[config.mk]
export PLATFORM = sky130hd
export DESIGN_NAME = scic_cpu_core
export DESIGN_NICKNAME = d
export VERILOG_FILES = /design/src/rtl/scic_pkg.sv /design/src/rtl/scic_alu.sv /design/src/rtl/scic_cpu_core.sv
export SDC_FILE = /design/constraint.sdc
export NUM_CORES = 1
export LEC_CHECK = 0
export BUFFER_PORTS_ARGS = -buffer_cell sky130_fd_sc_hd__buf_2
export CORE_MARGIN = 2
export CORE_UTILIZATION = 50
export CTS_CLUSTER_SIZE = 20
export DETAILED_ROUTE_END_ITERATION = 8
export GPL_ROUTABILITY_DRIVEN = 1
export GPL_TIMING_DRIVEN = 1
export PLACE_DENSITY_LB_ADDON = 0.08
export SETUP_SLACK_MARGIN = 0.3
export SLEW_MARGIN = 20
export SYNTH_ARGS = -nofsm -noshare
export SYNTH_HDL_FRONTEND = slang
export SYNTH_SLANG_ARGS = --single-unit
[constraint.sdc]
create_clock -name clock -period 6.3 [get_ports clock]
set_input_delay 0.945 -clock clock [delete_from_list [all_inputs] [get_ports clock]]
set_output_delay 0.945 -clock clock [all_outputs]
set_load 0.03 [all_outputs]
[src/rtl/scic_pkg.sv]
// Shared opcodes, FSM state encoding and opcode classification for the SCIC accumulator core.
package scic_pkg;

  localparam logic [3:0] OP_NOP   = 4'h0;
  localparam logic [3:0] OP_ADD   = 4'h1;
  localparam logic [3:0] OP_SHL   = 4'h2;
  localparam logic [3:0] OP_SHR   = 4'h3;
  localparam logic [3:0] OP_LDI   = 4'h4;
  localparam logic [3:0] OP_LD    = 4'h5;
  localparam logic [3:0] OP_OR    = 4'h6;
  localparam logic [3:0] OP_ST    = 4'h7;
  localparam logic [3:0] OP_BR    = 4'h8;
  localparam logic [3:0] OP_AND   = 4'h9;
  localparam logic [3:0] OP_SUB   = 4'hA;
  localparam logic [3:0] OP_BRZ   = 4'hB;
  localparam logic [3:0] OP_BRN   = 4'hC;
  localparam logic [3:0] OP_XOR   = 4'hD;
  localparam logic [3:0] OP_NOP_E = 4'hE;
  localparam logic [3:0] OP_HALT  = 4'hF;

  typedef enum logic [1:0] {
    S_FETCH = 2'd0,
    S_EXEC  = 2'd1,
    S_HALT  = 2'd2
  } state_t;

  // Opcodes whose EXEC phase goes out to memory (and so waits on mem_ready).
  function automatic logic is_mem_op(input logic [3:0] opcode);
    case (opcode)
      OP_ADD, OP_SHL, OP_SHR, OP_LD, OP_OR,
      OP_ST, OP_AND, OP_SUB, OP_XOR: is_mem_op = 1'b1;
      default:                       is_mem_op = 1'b0;
    endcase
  endfunction

endpackage

[src/rtl/scic_alu.sv]
// Combinational accumulator ALU: computes the next AC value for arithmetic, logic and load opcodes.
module scic_alu
  import scic_pkg::*;
#(
  parameter int DATA_W = 32
) (
  input  logic [3:0]        i_opcode,
  input  logic [DATA_W-1:0] i_ac,
  input  logic [DATA_W-1:0] i_operand,
  output logic [DATA_W-1:0] o_result
);

  localparam logic [DATA_W-1:0] SHIFT_LIM = DATA_W'(DATA_W);

  logic w_big_shift;

  // Shifts of DATA_W or more are clamped to zero explicitly rather than trusting operator semantics.
  always_comb begin
    w_big_shift = (i_operand >= SHIFT_LIM);
    o_result    = i_ac;
    case (i_opcode)
      OP_ADD:         o_result = i_ac + i_operand;
      OP_SUB:         o_result = i_ac - i_operand;
      OP_SHL:         o_result = w_big_shift ? '0 : (i_ac << i_operand);
      OP_SHR:         o_result = w_big_shift ? '0 : (i_ac >> i_operand);
      OP_OR:          o_result = i_ac | i_operand;
      OP_AND:         o_result = i_ac & i_operand;
      OP_XOR:         o_result = i_ac ^ i_operand;
      OP_LD, OP_LDI:  o_result = i_operand;
      default:        o_result = i_ac;
    endcase
  end

endmodule

[src/rtl/scic_cpu_core.sv]
// Second-generation SCIC accumulator CPU: Fetch/Execute over a shared memory with a req/ready handshake.
// Handshake: an access is offered while req=1 and completes on the first cycle mem_ready=1; mem_ready with req=0 is ignored.
module scic_cpu_core
  import scic_pkg::*;
#(
  parameter int                DATA_W   = 32,
  parameter int                ADDR_W   = 16,
  parameter logic [ADDR_W-1:0] RESET_PC = '0
) (
  input  logic              clock,
  input  logic              reset,
  input  logic [DATA_W-1:0] data_in,
  input  logic              mem_ready,
  output logic [DATA_W-1:0] data_out,
  output logic [ADDR_W-1:0] address,
  output logic              req,
  output logic              we,
  output logic              halted,
  output logic              ac_zero,
  output logic [1:0]        o_dbg_state
);

  state_t            r_state;
  state_t            w_next_state;
  logic [ADDR_W-1:0] r_pc;
  logic [DATA_W-1:0] r_ir;
  logic [DATA_W-1:0] r_ac;

  logic [3:0]        w_opcode;
  logic [ADDR_W-1:0] w_opd;
  logic              w_mem_op;
  logic [DATA_W-1:0] w_alu_operand;
  logic [DATA_W-1:0] w_alu_result;
  logic              w_fetch_done;
  logic              w_ac_load;
  logic              w_branch_taken;

  assign w_opcode      = r_ir[DATA_W-1 -: 4];
  assign w_opd         = r_ir[ADDR_W-1:0];
  assign w_mem_op      = is_mem_op(w_opcode);
  assign w_alu_operand = w_mem_op ? data_in : {{(DATA_W-ADDR_W){1'b0}}, w_opd};

  scic_alu #(.DATA_W(DATA_W)) u_alu (
    .i_opcode  (w_opcode),
    .i_ac      (r_ac),
    .i_operand (w_alu_operand),
    .o_result  (w_alu_result)
  );

  assign w_fetch_done   = (r_state == S_FETCH) && mem_ready;
  assign w_ac_load      = (r_state == S_EXEC) &&
                          ((w_mem_op && (w_opcode != OP_ST) && mem_ready) || (w_opcode == OP_LDI));
  assign w_branch_taken = (r_state == S_EXEC) &&
                          ((w_opcode == OP_BR) ||
                           ((w_opcode == OP_BRZ) && (r_ac == '0)) ||
                           ((w_opcode == OP_BRN) && r_ac[DATA_W-1]));

  always_ff @(posedge clock or posedge reset) begin
    if (reset) r_state <= S_FETCH;
    else       r_state <= w_next_state;
  end

  always_comb begin
    w_next_state = r_state;
    case (r_state)
      S_FETCH: if (mem_ready) w_next_state = S_EXEC;
      S_EXEC: begin
        if (w_opcode == OP_HALT)         w_next_state = S_HALT;
        else if (!w_mem_op || mem_ready) w_next_state = S_FETCH;
      end
      S_HALT:  w_next_state = S_HALT;
      default: w_next_state = S_FETCH;
    endcase
  end

  // Outputs depend on state/IR/PC only, so the memory never sees a combinational path from mem_ready.
  always_comb begin
    req     = 1'b0;
    we      = 1'b0;
    halted  = 1'b0;
    address = r_pc;
    case (r_state)
      S_FETCH: req = 1'b1;
      S_EXEC: begin
        address = w_opd;
        req     = w_mem_op;
        we      = (w_opcode == OP_ST);
      end
      S_HALT:  halted = 1'b1;
      default: ;
    endcase
  end

  always_ff @(posedge clock or posedge reset) begin
    if (reset) begin
      r_pc <= RESET_PC;
      r_ir <= '0;
      r_ac <= '0;
    end else begin
      if (w_fetch_done) begin
        r_ir <= data_in;
        r_pc <= r_pc + ADDR_W'(1);
      end else if (w_branch_taken) begin
        r_pc <= w_opd;
      end
      if (w_ac_load) r_ac <= w_alu_result;
    end
  end

  assign data_out    = r_ac;
  assign ac_zero     = (r_ac == '0);
  assign o_dbg_state = r_state;

endmodule

==> flow_summary.toml, run 1 <==
[synthesis]
synth_ff_type = "dfrtp_1"
yosysWarnings = 0
synth-edff-count = 0
synth_top_area_share_pct = 14.66
synth_commonest_cells = "233 x nand2_1, 153 x a21oi_1, 151 x nor2_1"
synth_fp_nets = 1867
yosys-top-cells-area = "dfrtp_1 15%, ha_1 10%, nand2_1 7.3%"
yosysUniqueCellTypes = 97
synth_top_area_cell = "dfrtp_1"
netlist_area_um2 = 11950
yosysMostFrequentCell = "nand2_1"
synth_cells = 1731
synth-async-reset-ratio_pct = 100.0
synth_seq_cells = 70
avgSynthCellArea_um2 = 6.901
synth.yosys.seq_area_share_pct = 14.66

[placement]
portBuffers = 88
gp_congestion = 1.079
hpwl_mm = 42.44
post-place-ws_ps = 294.9

[setup_path]
rr_worst_depth = 21
criticalPathCategory = "reg2reg"
critPathCaptureType = "flop"
cp.arrival_ps = 5920
required_ps = 6570
path_max_fanout = 12
ff2ff_setup_slack_ps = 650
cp-start-kind = "flop"

[sta]
final.setup.worst_slack_ps = 651.8
finalClockSkew_ps = 9.018
period_needed_ps = 5648
maxClockFrequency_ghz = 0.1770
period_share_pct = 89.65
tightest_slew_ps = 1119
fin_setup_tns_ps = 0
rsz0062_at_grt = "false"
slew_violations = 0
setup_violations = 0
slew-limit-headroom_pct = 24.45
finalHoldViolCount = 0

[routing]
drt_iter0_markers = 2091
ant_nets = 0
drt-total-wl_mm = 56.62
wl_per_cell_um = 27.24
via_count = 14650
post_drt_via_cell_ratio = 7.047
dr.pass1.iters = 7
drc = 0

[grt]
track_usage_pct = 44.59
grt_pass1_vias = 12870
antenna_found_initial = 0
overflow = 0
grt_max_degree = 70
grt_pass1_wl_mm = 82.85

[cts]
cts-root-buf = "clkbuf_16"
cts_buffer_depth = 2
clk_pin_slew_ps = 70
insertion_delay_ps = 360
clkSinkCount = 70
htree_levels = 3
cts_tree = "yes"
numCtsBuffers = 9

[job]
drv_cap = 0

[cells_and_area]
syn_to_final_growth_pct = 8.149
nets = 1891
layout-drive-gt1-share_pct = 12.16
diodes = 0

[floorplanning]
rows = 56
die_w_um = 158.6
core-area_um2 = 23470
start_util_pct = 50.89
die_area_um2 = 25140
die_h_um = 158.6
ios = 89

[outcome]
status = "completed"

[min_path]
hold_class = "in2async"
[repair_timing]
action | 4_1_cts | 5_1_grt
hold buffers | 0 | 0
setup buffers | 0 | 2
resized for setup | 0 | 5
setup endpoints to repair | 0 | 8
[final cells by class]
class	instances	area, um2
Timing Repair Buffer	136	804.5
Tap cell	319	399.1
Clock inverter	7	73.82
Multi-Input combinational cell	1454	9349
Inverter	84	315.3
Fill cell	2431	10550
Clock buffer	9	225.2
Sequential cell	70	1752
[flip-flops by register name, summed over array words and instances, names as in the netlist]
| register | flops |
|---|---|
| data_out | 32 |
| r_ir | 20 |
| r_pc | 16 |
| o_dbg_state | 2 |
[worst max-delay path, stage by stage (launching register included)]
cell	delay, ps
dfrtp_1	390
inv_1	90
ha_1	340
mux2i_4	470
a21oi_4	180
mux2i_4	230
inv_2	70
nor2_4	330
and4_1	420
nand2_1	110
nor2_1	150
nor2_1	70
xnor2_1	130
ha_1	440
and4_1	230
nand3_1	110
nand2_1	150
a31oi_1	160
o311ai_0	770
o211ai_1	240
o311a_1	330
a21oi_1	140
[kinds of logic (layout without fill, tap and decap cells)]
family | count (synthesis) | count (layout) | share of synthesized area [%]
compound gates | 593 | 593 | 33.02
flops | 70 | 70 | 14.66
simple gates | 664 | 664 | 25.79
buf+inv | 207 | 236 | 7.531
fa+ha+maj | 101 | 101 | 10.64
xor+xnor | 45 | 45 | 3.299
mux | 51 | 51 | 5.059
[through the flow]
stage | cell area (um2) | util, % | hold slack (ps) | std cells
after floorplan | 11950 | - | 489.2 | 1731
after global placement | 12590 | 53.63 | 536.4 | 2061
after detailed placement | 12590 | 53.63 | 548.5 | 2061
after CTS | 12890 | 54.90 | 431.8 | 2077
after global routing | 12920 | 55.04 | 435.4 | 2079
final | 12920 | 55.04 | 433.0 | 2079
[per-layer routing]
metal  vias up  part of all wire (%)  GRT usage (%)
met5         -                     0              0
met4         0                   5.1          19.69
met3       191                    14          15.02
met2      1045                    39          61.47
met1      6942                    42          62.38
li1       6473                     -              -
[cells in the final DEF, fill, tap and decap left out, types with 11 or more instances in the layout]
master / instances
o211ai_1: 29
o22ai_1: 16
a22oi_1: 23
dfrtp_1: 70
buf_2: 88
a21o_1: 21
a211oi_1: 27
ha_1: 99
a221oi_1: 24
or3_1: 11
nor2_1: 150
buf_4: 47
nand4_1: 16
mux2i_1: 32
o21a_1: 14
a31oi_1: 36
a21oi_1: 152
nor4_1: 24
o21ai_1: 14
nand2_1: 233
o21ai_0: 116
xnor2_1: 37
nand3_1: 75
nor3_1: 74
inv_1: 77
and3_1: 17
[worst paths after layout]
| kind | start | end |
|---|---|---|
| hold / removal | reset | r_pc[8]$_DFFE_PP0P_ |
| max in group asynchronous | reset | data_out[31]$_DFFE_PP0P_ |
| setup reg to reg | r_ir[28]$_DFFE_PP0P_ | data_out[28]$_DFFE_PP0P_ |
| hold reg to reg | r_pc[15]$_DFFE_PP0P_ | r_pc[15]$_DFFE_PP0P_ |
| setup / recovery | r_ir[28]$_DFFE_PP0P_ | data_out[28]$_DFFE_PP0P_ |
| min in group clock | r_pc[15]$_DFFE_PP0P_ | r_pc[15]$_DFFE_PP0P_ |
Power of run 1 is left out: the tool's default activity adds up to more than one toggle a clock period on the data nets, which glitch-free logic cannot reach.
==> run 2, diff against run 1 <==
CTS_CLUSTER_DIAMETER = 100   (was not set)
SYNTH_HIERARCHICAL = 1   (was not set)
==> run 2 against run 1 <==
  * Register-to-register slack got worse by 140 ps
  * First-iteration DRC count fell by 14%
  * Synthesized area rose by 4.4%
  * Non-clock buffer count rose by 1
  * Largest cell class unchanged
  * Via count fell by 9.1%
  * Flip-flop and latch count did not move
  * Maximum frequency fell by 2.5%
==> flow_summary.toml, run 2 <==
[outcome]
status = "completed"

[synthesis]
synth_cells = 1590
synthMuxAreaShare_pct = 18.32
avgSynthCellArea_um2 = 7.841
yosys-top-cells-area = "dfrtp_1 14%, ha_1 10%, mux4_2 9.0%"
synth_top_area_cell = "dfrtp_1"
synth-async-reset-ratio_pct = 100.0
synth-xor-area-share_pct = 3.573
synth-edff-count = 0
synth_ff_type = "dfrtp_1"
synth-compound-area-share_pct = 23.75
synthSimpleGateAreaFrac_pct = 22.69
synth_fp_nets = 1726
synthAdderAreaFrac_pct = 10.20
netlist_area_um2 = 12470
synth.yosys.seq_area_share_pct = 14.05
synth_top_family_by_area = "compound AO/OA/AOI/OAI gates"
yosysUniqueCellTypes = 96
synth_top_area_share_pct = 14.05
yosysMostFrequentCell = "nand2_1"
synth_seq_cells = 70
yosysWarnings = 6
synth_commonest_cells = "226 x nand2_1, 125 x nor2_1, 100 x ha_1"

[sta]
slew_violations = 0
maxClockFrequency_ghz = 0.1727
period_share_pct = 91.92
rsz0062_at_grt = "false"
final.setup.worst_slack_ps = 508.8
slew-limit-headroom_pct = 25.64
finalHoldViolCount = 0
fin_setup_tns_ps = 0
finalClockSkew_ps = 12.09
period_needed_ps = 5791
tightest_slew_ps = 1113
setup_violations = 0

[grt]
busiest_layer = "met2"
grt_max_degree = 76
grt_pass1_wl_mm = 75.80
overflow = 0
met1_usage_pct = 52.64
antenna_found_initial = 2
grt_pass1_vias = 12210
grt.met3_usage_pct = 5.260
use_met2_pct = 58.68
track_usage_pct = 37.57

[placement]
gp_congestion = 0.9836
hpwl_mm = 35.83
post-place-ws_ps = 464.9
portBuffers = 88

[cells_and_area]
mostFrequentLayoutCells = "226 x nand2_1, 125 x nor2_1, 100 x ha_1"
nets = 1748
utilization_pct = 55.34
layout-drive-gt1-share_pct = 18.12
syn_to_final_growth_pct = 8.269
largest_register_ffs = 32
nFillCells = 2394
final_common_cell = "nand2_1"

[min_path]
min_path_cells = 2
hold_class = "reg2reg"

[setup_path]
cp_num_buf_inv = 2
cp_slowest_cell = "or4b_1"
path_cells = "buf_4 > ha_1 > mux2i_4 > mux2i_4 > buf_4 > mux2_2 > or4_4 > or3_1 > o21ai_0 > xnor2_1 > ha_1 > and3_1 > nor3b_1 > or2_2 > a311o_1 > o21a_1 > or4b_1 > a211oi_2 > nor3_2 > mux2_2"
cp.arrival_ps = 6030
cp-startpoint = "r_ir[28]$_DFFE_PP0P_"
r2r_start = "r_ir[28]$_DFFE_PP0P_"
critPathCaptureType = "flop"
cpLargestDelayFamily = "simple AND/OR/NAND/NOR gates"
ff2ff_setup_slack_ps = 510
rr_worst_depth = 20
path_max_fanout = 10
cp_slowest_stage_delay_ps = 560
required_ps = 6540
cp-endpoint = "data_out[31]$_DFFE_PP0P_"
r2r-end = "data_out[31]$_DFFE_PP0P_"
criticalPathCategory = "reg2reg"
cp-start-kind = "flop"
path_depth = 20

[cts]
cts_tree = "yes"
numCtsBuffers = 9
clkSinkCount = 70
cts_buffer_depth = 2
insertion_delay_ps = 360
cts-root-buf = "clkbuf_16"
clk_pin_slew_ps = 70
htree_levels = 3

[routing]
post_drt_via_cell_ratio = 6.858
via_count = 13320
wl_per_cell_um = 25.94
dr.pass1.iters = 6
drt_iter0_markers = 1789
ant_nets = 0
drt-total-wl_mm = 50.38
drc = 0

[floorplanning]
rows = 57
core-area_um2 = 24390
ios = 89
die_w_um = 161.9
die_area_um2 = 26210
die_h_um = 161.9
start_util_pct = 51.11

[job]
drv_cap = 0
==> run 2: changes by cell type in the layout (fill, tap and decap cells not counted), sizes merged, moves of 15 or more <==
| cell | before | now |
|---|---|---|
| a21oi | 156 | 71 |
| and2 | 11 | 26 |
| mux2 | 12 | 59 |
| mux4 | 3 | 50 |
| nand3 | 76 | 31 |
| nor2 | 154 | 127 |
| nor3 | 80 | 46 |
| o21ai | 132 | 83 |
==> run 2: per-layer routing <==
metal / wire length (um) / up-vias
li1: - / 5960
met1: 20860 / 6417
met2: 22570 / 820
met3: 4891 / 120
met4: 2040 / 2
met5: 11 / -
==> run 2: cell type report <==
type	count	area [um2]	area share [%]
multi-input combinational	1306	9894	73.30
timing repair buffer	137	812.0	6.016
clock inverter	7	75.07	0.5562
tap	324	405.4	3.003
clock buffer	9	225.2	1.669
inverter	88	331.6	2.456
sequential	70	1752	12.98
antenna	1	2.502	0.01854
==> run 2: how the worst min path moves through the flow <==
stage | startpoint | to | slack [ps]
after floorplan | r_ir[10]$_DFFE_PP0P_ | r_ir[10]$_DFFE_PP0P_ | 460
after global placement | r_ir[3]$_DFFE_PP0P_ | r_ir[3]$_DFFE_PP0P_ | 480
after detailed placement | r_ir[3]$_DFFE_PP0P_ | r_ir[3]$_DFFE_PP0P_ | 490
after CTS | r_ir[3]$_DFFE_PP0P_ | r_ir[3]$_DFFE_PP0P_ | 500
after global routing | r_ir[3]$_DFFE_PP0P_ | r_ir[3]$_DFFE_PP0P_ | 530
final | r_ir[3]$_DFFE_PP0P_ | r_ir[3]$_DFFE_PP0P_ | 510
==> run 2: what timing repair did <==
| action | 4_1_cts | 5_1_grt |
|---|---|---|
| setup buffers | 0 | 4 |
| endpoints found under the setup margin | 0 | 3 |
| resized for setup | 0 | 6 |
| hold buffers | 0 | 0 |
==> run 2: cells by family after synthesis <==
logic type                 after synthesis
and+or+nand+nor                        573
AOI/OAI and AO/OA                      424
buffers and inverters                  215
muxes                                  157
adders and majority gates              101
DFF                                     70
xor gates and xnor gates                50
==> run 2: per-stage QoR <==
stage          instances  hold WS (ps)  area [um2]
3_3_place_gp        1920         479.5       13110
5_1_grt             1941         525.6       13500
6_report            1942         507.0       13500
4_1_cts             1936         502.5       13410
2_1_floorplan       1590         463.6       12480
3_5_place_dp        1920         485.1       13110
==> run 2: worst reg2reg max path: cells and delay by family, from the launching register on <==
kind	cells	cell delay (ps)
and+or+nand+nor	7	2220
AOI/OAI and AO/OA	4	1060
muxes	4	1030
adders and majority gates	2	530
buffers and inverters	2	360
DFF	1	340
xor gates and xnor gates	1	150
Power of run 2 is left out for the same reason.
==> run 3, diff against run 2 <==
PLACE_DENSITY = 0.79   (was not set)
PLACE_DENSITY_LB_ADDON = not set   (was 0.08)
==> run 3 against run 2 <==
  * Non-clock buffer count down 1
  * Worst hold slack improved by 12 ps
  * Highest routed layer is now met4
  * First-iteration DRC count grew 11%
  * Largest cell class unchanged
  * Global-route usage fell by 0.90 points
  * Sequential share of layout area about the same
  * Final area is 0.22% higher
  * Die area stayed put
  * Cell count decreased by 0.10%
==> flow_summary.toml, run 3 (synthesized netlist as in run 2, its figures left out) <==
[cells_and_area]
syn_to_final_growth_pct = 8.511
diodes = 0
final_common_cell = "nand2_1"
seq_area_um2 = 1752
nFillCells = 2361
stdcell_area_um2 = 13530
mostFrequentLayoutCells = "226 x nand2_1, 124 x nor2_1, 99 x ha_1"
multi_input_area_um2 = 9940
nets = 1747
layout-drive-gt1-share_pct = 18.25
largest_register_ffs = 32

[routing]
wl_per_cell_um = 25.37
drt-total-wl_mm = 49.22
dr.pass1.iters = 6
via_count = 13580
ant_nets = 0
drt_iter0_markers = 1983
drc = 0
post_drt_via_cell_ratio = 6.999

[setup_path]
cp.arrival_ps = 6100
crit_top_cell = "mux2i_4"
criticalPathCategory = "reg2reg"
critPathCaptureType = "flop"
r2r-end = "data_out[31]$_DFFE_PP0P_"
rr_worst_depth = 19
cp_num_buf_inv = 1
required_ps = 6540
r2r_start = "r_ir[28]$_DFFE_PP0P_"
cp_slowest_cell = "or4_4"
cp-endpoint = "data_out[31]$_DFFE_PP0P_"
path_cells = "buf_4 > ha_1 > mux2i_4 > mux2i_4 > mux2_4 > or4_4 > or3_1 > o21ai_1 > xnor2_1 > ha_2 > and3_1 > nor3b_1 > or2_2 > a311o_1 > o21a_1 > or4b_1 > a211oi_2 > nor3_2 > mux2_2"
cpLargestDelayFamily = "simple AND/OR/NAND/NOR gates"
cp-start-kind = "flop"
cp-startpoint = "r_ir[28]$_DFFE_PP0P_"
ff2ff_setup_slack_ps = 430
cp_slowest_stage_delay_ps = 620
path_max_fanout = 10
path_depth = 19

[sta]
slew-limit-headroom_pct = 30.99
finalHoldViolCount = 0
maxClockFrequency_ghz = 0.1704
tightest_slew_ps = 1030
period_share_pct = 93.13
rsz0062_at_grt = "false"
slew_violations = 0
period_needed_ps = 5867
fin_setup_tns_ps = 0
finalClockSkew_ps = 6.755
setup_violations = 0

[floorplanning]
ios = 89
start_util_pct = 51.11
core-area_um2 = 24390
die_w_um = 161.9
rows = 57
die_h_um = 161.9
die_area_um2 = 26210

[grt]
antenna_found_initial = 0
overflow = 0
grt_max_degree = 77
grt_pass1_vias = 12560
track_usage_pct = 36.67
grt_pass1_wl_mm = 74.89

[cts]
cts-root-buf = "clkbuf_16"
cts_buffer_depth = 2
cts_hold_buf = 0
numCtsBuffers = 9
clk_pin_slew_ps = 70
htree_levels = 3
cts_tree = "yes"
clkSinkCount = 70
insertion_delay_ps = 350

[placement]
gp_congestion = 0.9929
hpwl_mm = 34.97
portBuffers = 88
place_area_um2 = 13100

[min_path]
hold_class = "reg2reg"

[job]
drv_cap = 0

[outcome]
status = "completed"
==> run 3: layout make-up <==
cell class,count,area share (%)
clock buffers,11,1.794
clock inverters,5,0.3052
inverters,88,2.442
multi-input cells,1306,73.47
flip-flops and latches,70,12.95
well taps,324,2.997
repair buffers,136,6.040
==> run 3: worst min-delay path by stage <==
stage | from | endpoint | slack [ps] | cells after the start
2_1_floorplan | r_ir[10]$_DFFE_PP0P_ | r_ir[10]$_DFFE_PP0P_ | 460 | 2
3_3_place_gp | r_ir[3]$_DFFE_PP0P_ | r_ir[3]$_DFFE_PP0P_ | 500 | 2
3_5_place_dp | r_ir[11]$_DFFE_PP0P_ | r_ir[11]$_DFFE_PP0P_ | 510 | 2
4_1_cts | r_ir[11]$_DFFE_PP0P_ | r_ir[11]$_DFFE_PP0P_ | 520 | 2
5_1_grt | r_ir[3]$_DFFE_PP0P_ | r_ir[3]$_DFFE_PP0P_ | 550 | 2
6_report | r_ir[11]$_DFFE_PP0P_ | r_ir[11]$_DFFE_PP0P_ | 520 | 2
==> run 3: worst reg2reg max path, cell delays in order, from the launching register on <==
cell	delay, ps
dfrtp_1	370
buf_4	170
ha_1	230
mux2i_4	270
mux2i_4	200
mux2_4	370
or4_4	620
or3_1	450
o21ai_1	180
xnor2_1	210
ha_2	340
and3_1	180
nor3b_1	140
or2_2	270
a311o_1	380
o21a_1	230
or4b_1	570
a211oi_2	230
nor3_2	80
mux2_2	270
==> run 3: stage by stage <==
stage          util (%)  hold WS [ps]  std cells  worst slack [ps]
2_1_floorplan         -         463.6       1590             335.9
3_3_place_gp      53.69         499.6       1918             362.9
3_5_place_dp      53.69         505.5       1918             256.7
4_1_cts           54.91         520.8       1936             332.7
5_1_grt           55.46         545.1       1940             284.9
6_report          55.46         518.6       1940             432.7
==> run 3: what timing repair did <==
action                     CTS  global route
resized for setup            0            16
cloned                       0             1
pin swaps                    0             2
buffers inserted             2             2
setup endpoints to repair    1             3
==> run 3: layer usage <==
layer  track usage, %  vias to the layer above  wire length, um  part of all wire, %
met5                0                        -                0                    0
met3            6.742                      169             5384                   11
met4            15.85                        0             2232                  4.5
li1                 -                     5966                -                    -
met2            57.31                      936            22210                   45
met1            49.74                     6508            19390                   39
Power of run 3 is left out for the same reason.
